**src/rtl/uart_rx_fifo.sv**
```systemverilog
// uart_rx_fifo: first-word-fall-through receive buffer between the UART receiver and the host.
// Latency: a byte written on edge N is on rd_data after edge N; the flags are registered from next-state count.
// Backpressure: none toward the receiver; a write into a full buffer with no pop is dropped and sets sticky overflow.
module uart_rx_fifo #(
  parameter int DBIT     = 8,
  parameter int ADDR_W   = 4,
  parameter int AF_LEVEL = 12
) (
  input  logic              clk,
  input  logic              rst,
  input  logic              wr_tick,
  input  logic [DBIT-1:0]   wr_data,
  input  logic              rd,
  input  logic              ovf_clr,
  output logic [DBIT-1:0]   rd_data,
  output logic              empty,
  output logic              full,
  output logic              almost_full,
  output logic [ADDR_W:0]   count,
  output logic              overflow
);

  localparam logic [ADDR_W:0] DEPTH_C = (ADDR_W+1)'(1 << ADDR_W);
  localparam logic [ADDR_W:0] AF_C    = (ADDR_W+1)'(AF_LEVEL);

  logic [DBIT-1:0]   mem_q [0:(1<<ADDR_W)-1];
  logic [ADDR_W-1:0] wr_ptr_q, wr_ptr_d;
  logic [ADDR_W-1:0] rd_ptr_q, rd_ptr_d;
  logic [ADDR_W:0]   count_q, count_d;
  logic              empty_q, empty_d;
  logic              full_q, full_d;
  logic              af_q, af_d;
  logic              ovf_q, ovf_d;
  logic              do_wr, do_rd, ovf_set;

  // Next-state: a pop on a full buffer frees the slot the same-cycle write lands in.
  always_comb begin
    do_rd    = rd & ~empty_q;
    do_wr    = wr_tick & (~full_q | do_rd);
    ovf_set  = wr_tick & full_q & ~rd;
    wr_ptr_d = do_wr ? wr_ptr_q + ADDR_W'(1) : wr_ptr_q;
    rd_ptr_d = do_rd ? rd_ptr_q + ADDR_W'(1) : rd_ptr_q;
    count_d  = count_q + (ADDR_W+1)'(do_wr) - (ADDR_W+1)'(do_rd);
    empty_d  = (count_d == '0);
    full_d   = (count_d == DEPTH_C);
    af_d     = (count_d >= AF_C);
    // A new drop in the clear cycle keeps the flag set.
    ovf_d    = ovf_set | (ovf_q & ~ovf_clr);
  end

  // Control state; reset discards all stored entries logically.
  always_ff @(posedge clk or negedge rst) begin
    if (!rst) begin
      wr_ptr_q <= '0;
      rd_ptr_q <= '0;
      count_q  <= '0;
      empty_q  <= 1'b1;
      full_q   <= 1'b0;
      af_q     <= 1'b0;
      ovf_q    <= 1'b0;
    end else begin
      wr_ptr_q <= wr_ptr_d;
      rd_ptr_q <= rd_ptr_d;
      count_q  <= count_d;
      empty_q  <= empty_d;
      full_q   <= full_d;
      af_q     <= af_d;
      ovf_q    <= ovf_d;
    end
  end

  // Storage array; not reset, the pointers define what is valid.
  always_ff @(posedge clk) begin
    if (do_wr) begin
      mem_q[wr_ptr_q] <= wr_data;
    end
  end

  // Head entry falls through combinationally, zeroed while empty.
  always_comb begin
    rd_data = empty_q ? '0 : mem_q[rd_ptr_q];
  end

  assign empty       = empty_q;
  assign full        = full_q;
  assign almost_full = af_q;
  assign count       = count_q;
  assign overflow    = ovf_q;

endmodule

```
**config.mk**
```make
export PLATFORM = sky130hd
export DESIGN_NAME = uart_rx_fifo
export DESIGN_NICKNAME = d
export VERILOG_FILES = /design/src/rtl/uart_rx_fifo.sv
export SDC_FILE = /design/constraint.sdc
export NUM_CORES = 1
export LEC_CHECK = 0
export ABC_AREA = 1
export ABC_CLOCK_PERIOD_IN_PS = 3000
export BUFFER_PORTS_ARGS = -buffer_cell sky130_fd_sc_hd__buf_2
export CORE_MARGIN = 2
export CORE_UTILIZATION = 61
export CTS_BUF_LIST = sky130_fd_sc_hd__clkbuf_16
export CTS_CLUSTER_DIAMETER = 100
export DETAILED_ROUTE_END_ITERATION = 8
export PLACE_DENSITY = 0.86
export SLEW_MARGIN = 20
export SYNTH_ARGS = -nofsm -noshare
export SYNTH_HDL_FRONTEND = slang
export SYNTH_SLANG_ARGS = --single-unit
```
**constraint.sdc**
```tcl
create_clock -name clk -period 3 [get_ports clk]
set_input_delay 0 -clock clk [delete_from_list [all_inputs] [get_ports clk]]
set_output_delay 0 -clock clk [all_outputs]
set_load 0.02 [all_outputs]
```
# After elaboration in Yosys (flattened, before gate mapping)
# Memory sizes are Yosys's and may differ from the RTL's.
# Cells that the tools add are included.
# W data, S select, Z words.
# totals
input_bits	13
ff_bits	17
mem_count	1
ramBits	128
# classes
n_bitwise	11
n_addsub	4
reduce_logical	1
muxes	3
n_eq_ne	1
n_lt_le_gt_ge	1
# mem_list
name	words	word_bits	read_ports	rd_ports_with_merged_regs	write_ports	line	text
mem_q	16	8	1	0	1	26	logic [DBIT-1:0] mem_q [0:(1<<ADDR_W)-1];
# op_table
op	n
$add A4 B1 Y4 const B	2
$mux W8	1
$add A5 B1 Y5	1
$and A1 B1 Y1	5
$eq A5 B5 Y1 const B	1
$ge A5 B4 Y1 const B	1
$logic_not A5 Y1	1
$sub A5 B1 Y5	1
$not A1 Y1	4
$mux W1	2
$or A1 B1 Y1	2

# Logic depth before layout (Yosys ltp)
# logic_depth
ltp_word	7
ltp_mapped	16

# Worst setup path after synthesis
# Ideal clock, no wire load.
# synth_timing
path_kind	register -> register
startpoint	register empty_q, in the netlist empty
endpoint	register empty_q, in the netlist empty
setup_ps	67
t_required_ps	2933
path_slack_ps	531
path_stages_with_launch	15
t_arrival_ps	2402
synth_period_minus_slack_ps	2469
cell_sequence	dfstp_2 buf_6 inv_2 nand2_2 a21oi_4 inv_2 ha_1 inv_1 ha_1 inv_1 fa_1 o21ai_0 xor2_1 inv_1 nor2_1
# synth_between
elab_chain_len	7
# synth_lines
item	line	text
from (decl)	30	logic empty_q, empty_d;
from (signal assigned)	65	empty_q <= empty_d;
$not A1 Y1 (*)	38	do_rd = rd & ~empty_q;
$and A1 B1 Y1 (*)	38	
$or A1 B1 Y1	39	do_wr = wr_tick & (~full_q | do_rd);
$and A1 B1 Y1	39	
$add A5 B1 Y5	43	count_d = count_q + (ADDR_W+1)'(do_wr) - (ADDR_W+1)'(do_rd);
$sub A5 B1 Y5 (*)	43	
via count_d[4]	29	logic [ADDR_W:0] count_q, count_d;
$logic_not A5 Y1 (*)	44	empty_d = (count_d == '0);
via empty_d	30	
# The timed path passes the listed nets; every way through them passes the cells marked *.
# A chain may end at the register's enable or synchronous reset.

# Final worst setup path
# layout_timing
startpoint	register rd_ptr_q[2]
endpoint	output port rd_data[0]
# layout_between
elab_chain_len	2
# layout_lines
item	line	text
from (decl)	28	logic [ADDR_W-1:0] rd_ptr_q, rd_ptr_d;
from (signal assigned)	63	rd_ptr_q <= rd_ptr_d;
$mem_v2 Z16 W8	--	
$mux W8	81	rd_data = empty_q ? '0 : mem_q[rd_ptr_q];
to (decl)	15	output logic [DBIT-1:0] rd_data,
# No other way between the ends.

==> reports/qor.txt <==
Status: complete, no violations
Clock root buffer: clkbuf_16
Drt pass-1 iters: 5
Clk_lat worst skew: 0.42 ns
Yosys top cell by area: edfxtp_1
Switching share of total power: 37.6%
Setup violators final: 0
Clk_skew: 0.00730 ns
Top sig layer: met4
Routability Congestion: 0.922
Initial Util: 62.3%
Crit-path max FO: 18
Unrepaired setup endpoints after global routing: no
Synthesized area per cell: 10.4 µm²
H-tree levels: 4
Chip width: 106 µm
Pwr dens: 1030 nW/µm²
Nets: 667
DRC Markers: 0
Adder-Cell Fraction of Synth Area: 2.28%
Fin. Hold Viols: 0
Multiplexer share of the synthesized area: 0%
Area share of the largest cell type after synthesis: 60.3%
Hold WC Path Type: in2reg
Compound-gate portion of the synthesized area: 1.37%
VDD IR max: 0.706 mV
Initial antenna violation count: 0
Sw Pwr: 0.00280 W
Vias per cell: 5.53
Area after DPL: 6570 µm²
Combinational share of power: 35.3%
CP required: 3.00 ns
Syn_nets: 635
Tot Pwr: 0.00745 W
Top post-synthesis cells by count: nand2_1 (210), edfxtp_1 (128), inv_1 (84)
Die Area: 11300 µm²
Drt wl/cell: 17.6 µm
Fin area: 7240 µm²
Min Tclk post-route: 2.83 ns
Max Root-Sink Buffers: 2
Slew headroom: 43.0%
CP endpoint kind: primary output
Max Fclk: 353 MHz
EDFF count, synth: 128
Met1 wire length: 5.25 mm
P_int: 0.00464 W
Top cells by area, synth: edfxtp_1 (60%), nand2_1 (12%), nand3_1 (6.4%)
CTS Buf Count: 17
Final ANT Viol Nets: 0
Largest net degree at the start of global routing: 67
Row Count: 37
FF+latch count, synth: 145
Synth-to-Final Area Change: 13.6%
# port buffers: 29
First-pass GRT wire length: 22.1 mm
Largest family of logic cells by synthesized area: simple AND/OR/NAND/NOR gates
Post-cts resize count: 0
DIE HEIGHT: 106 µm
Count of different cell masters after synthesis: 25
XOR/XNOR Fraction of Synth Area: 1.24%
Detailed Route Iter0 Violations: 542
Max-cap violations: 0
Global router's overall resource usage: 26.6%
Share of cells above drive strength 1: 10.4%
Post-DP HPWL: 8.40 mm
DRT Wirelength: 14.0 mm
Critical path class: reg2out
Setup TNS: 0 ns
Vias in the first global route: 4246
Tcrit/Tclk final: 94.4%
Fill cells: 654
Clk pwr share: 28.6%
Static Leak: 3.13 nW
Type of origin of the critical path: flop
GR Overflow Total: 0
Mapped Area: 6370 µm²
Post-Synth Simple-Gate Area: 20.3%
Final Slew Violations: 0
Async S/R FF share, synth: 11.7%
Multi-input gate area: 1610 µm²
Sequential area share after synthesis: 67.0%
Wire length on met3: 1.19 mm
Io pins: 30
CP arrival: 2.83 ns
Top_reg_cell synth: edfxtp_1
DR WL met2: 7.10 mm
CTS tree: done
FF/Latch Area: 4270 µm²
CORE AREA: 10200 µm²
Cell count after synthesis: 611
CTS sink count: 145
Via count: 4375
Clk slew on worst S/H paths: 0.06 ns
Most common cell in the netlist: nand2_1
Inserted Diodes: 0
Worst-margin pin slew: 0.852 ns
Reg power frac: 36.1%
Warnings from Yosys: 0
[metal layers]
layer,vias up,global-route usage (%)
met5,-,0
met4,0,12.3
met3,36,6.74
met2,237,44.1
met1,2063,33.1
li1,2039,-
[cell families after synthesis]
group           count (synthesis)
simple gates                  315
flops                         145
compound gates                 15
xor+xnor                        9
buf+inv                       116
fa+ha+maj                      11
[area by class of cell]
class | count | share of cell area (%)
Sequential cell | 145 | 59.0
Timing Repair Buffer | 39 | 3.46
Inverter | 90 | 4.67
Clock inverter | 14 | 2.42
Tap cell | 136 | 2.35
Clock buffer | 17 | 5.88
Multi-Input combinational cell | 350 | 22.2
[flip-flops by register name (all words and copies together) (netlist names)]
signal and flops:
almost_full 1, count 5, empty 1, full 1, mem_q 128, overflow 1
rd_ptr_q 4, wr_ptr_q 4
[power groups by stage]
stage / Combinational [W] / Clock [W] / Sequential, W
4_1_cts: 0.00261 / 0.00214 / 0.00268
3_3_place_gp: 0.00247 / 0 / 0.00270
3_5_place_dp: 0.00257 / 0 / 0.00272
5_1_grt: 0.00289 / 0.00223 / 0.00271
6_report: 0.00263 / 0.00213 / 0.00269
2_1_floorplan: 0.00187 / 0 / 0.00269
[placed cells by master, fill, tap and decap left out, drive strengths merged]
master	netlist	final
nand2	211	211
edfxtp	128	128
inv	88	91
nand3	82	82
buf	23	32
nor2	19	19
clkbuf	3	17
dfrtp	16	16
ha	10	10
a21oi	10	10
xor2	8	8
dlygate4sd3	0	7
clkinv	2	5
o21ai	4	4
clkinvlp	0	4
bufinv	0	4
nand4	2	2
xnor2	1	1
nor3	1	1
o22ai	1	1
fa	1	1
dfstp	1	1
[path summary, 6_finish.rpt]
kind                        startpoint          end  slack (ns)  cells past startpoint
min in group asynchronous          rst     count[1]        0.04                      2
min reg2reg                wr_ptr_q[0]  wr_ptr_q[0]        0.55                      1
min                            wr_tick  wr_ptr_q[0]        0.01                      4
max                        rd_ptr_q[2]   rd_data[0]        0.17                      5
max reg2reg                      empty        empty        0.36                     13
max in group asynchronous          rst        empty        2.64                      2
[per-stage QoR]
stage	utilization, %	hold WS, ns	setup WS (ns)	std cells
2_1_floorplan	-	-0.296	0.531	611
3_3_place_gp	64.2	-0.0680	0.512	753
3_5_place_dp	64.2	-0.0533	0.369	753
4_1_cts	70.7	0.00200	0.239	791
5_1_grt	70.7	0.0135	0.0294	791
6_report	70.7	0.0123	0.168	791
[worst max-delay path, cell delays in order (launching register included)]
cell and delay, ns:
dfrtp_1 0.79, clkinv_1 0.70, nand3_1 0.31, nand3_1 0.17, a21oi_1 0.23, buf_2 0.20
[timing repair]
| action | 4_1_cts | 5_1_grt |
|---|---|---|
| endpoints found under the hold margin | 55 | 0 |
| buffers inserted | 0 | 0 |
| hold buffers | 7 | 0 |
Note: power is estimated with default switching activity, not from simulation.
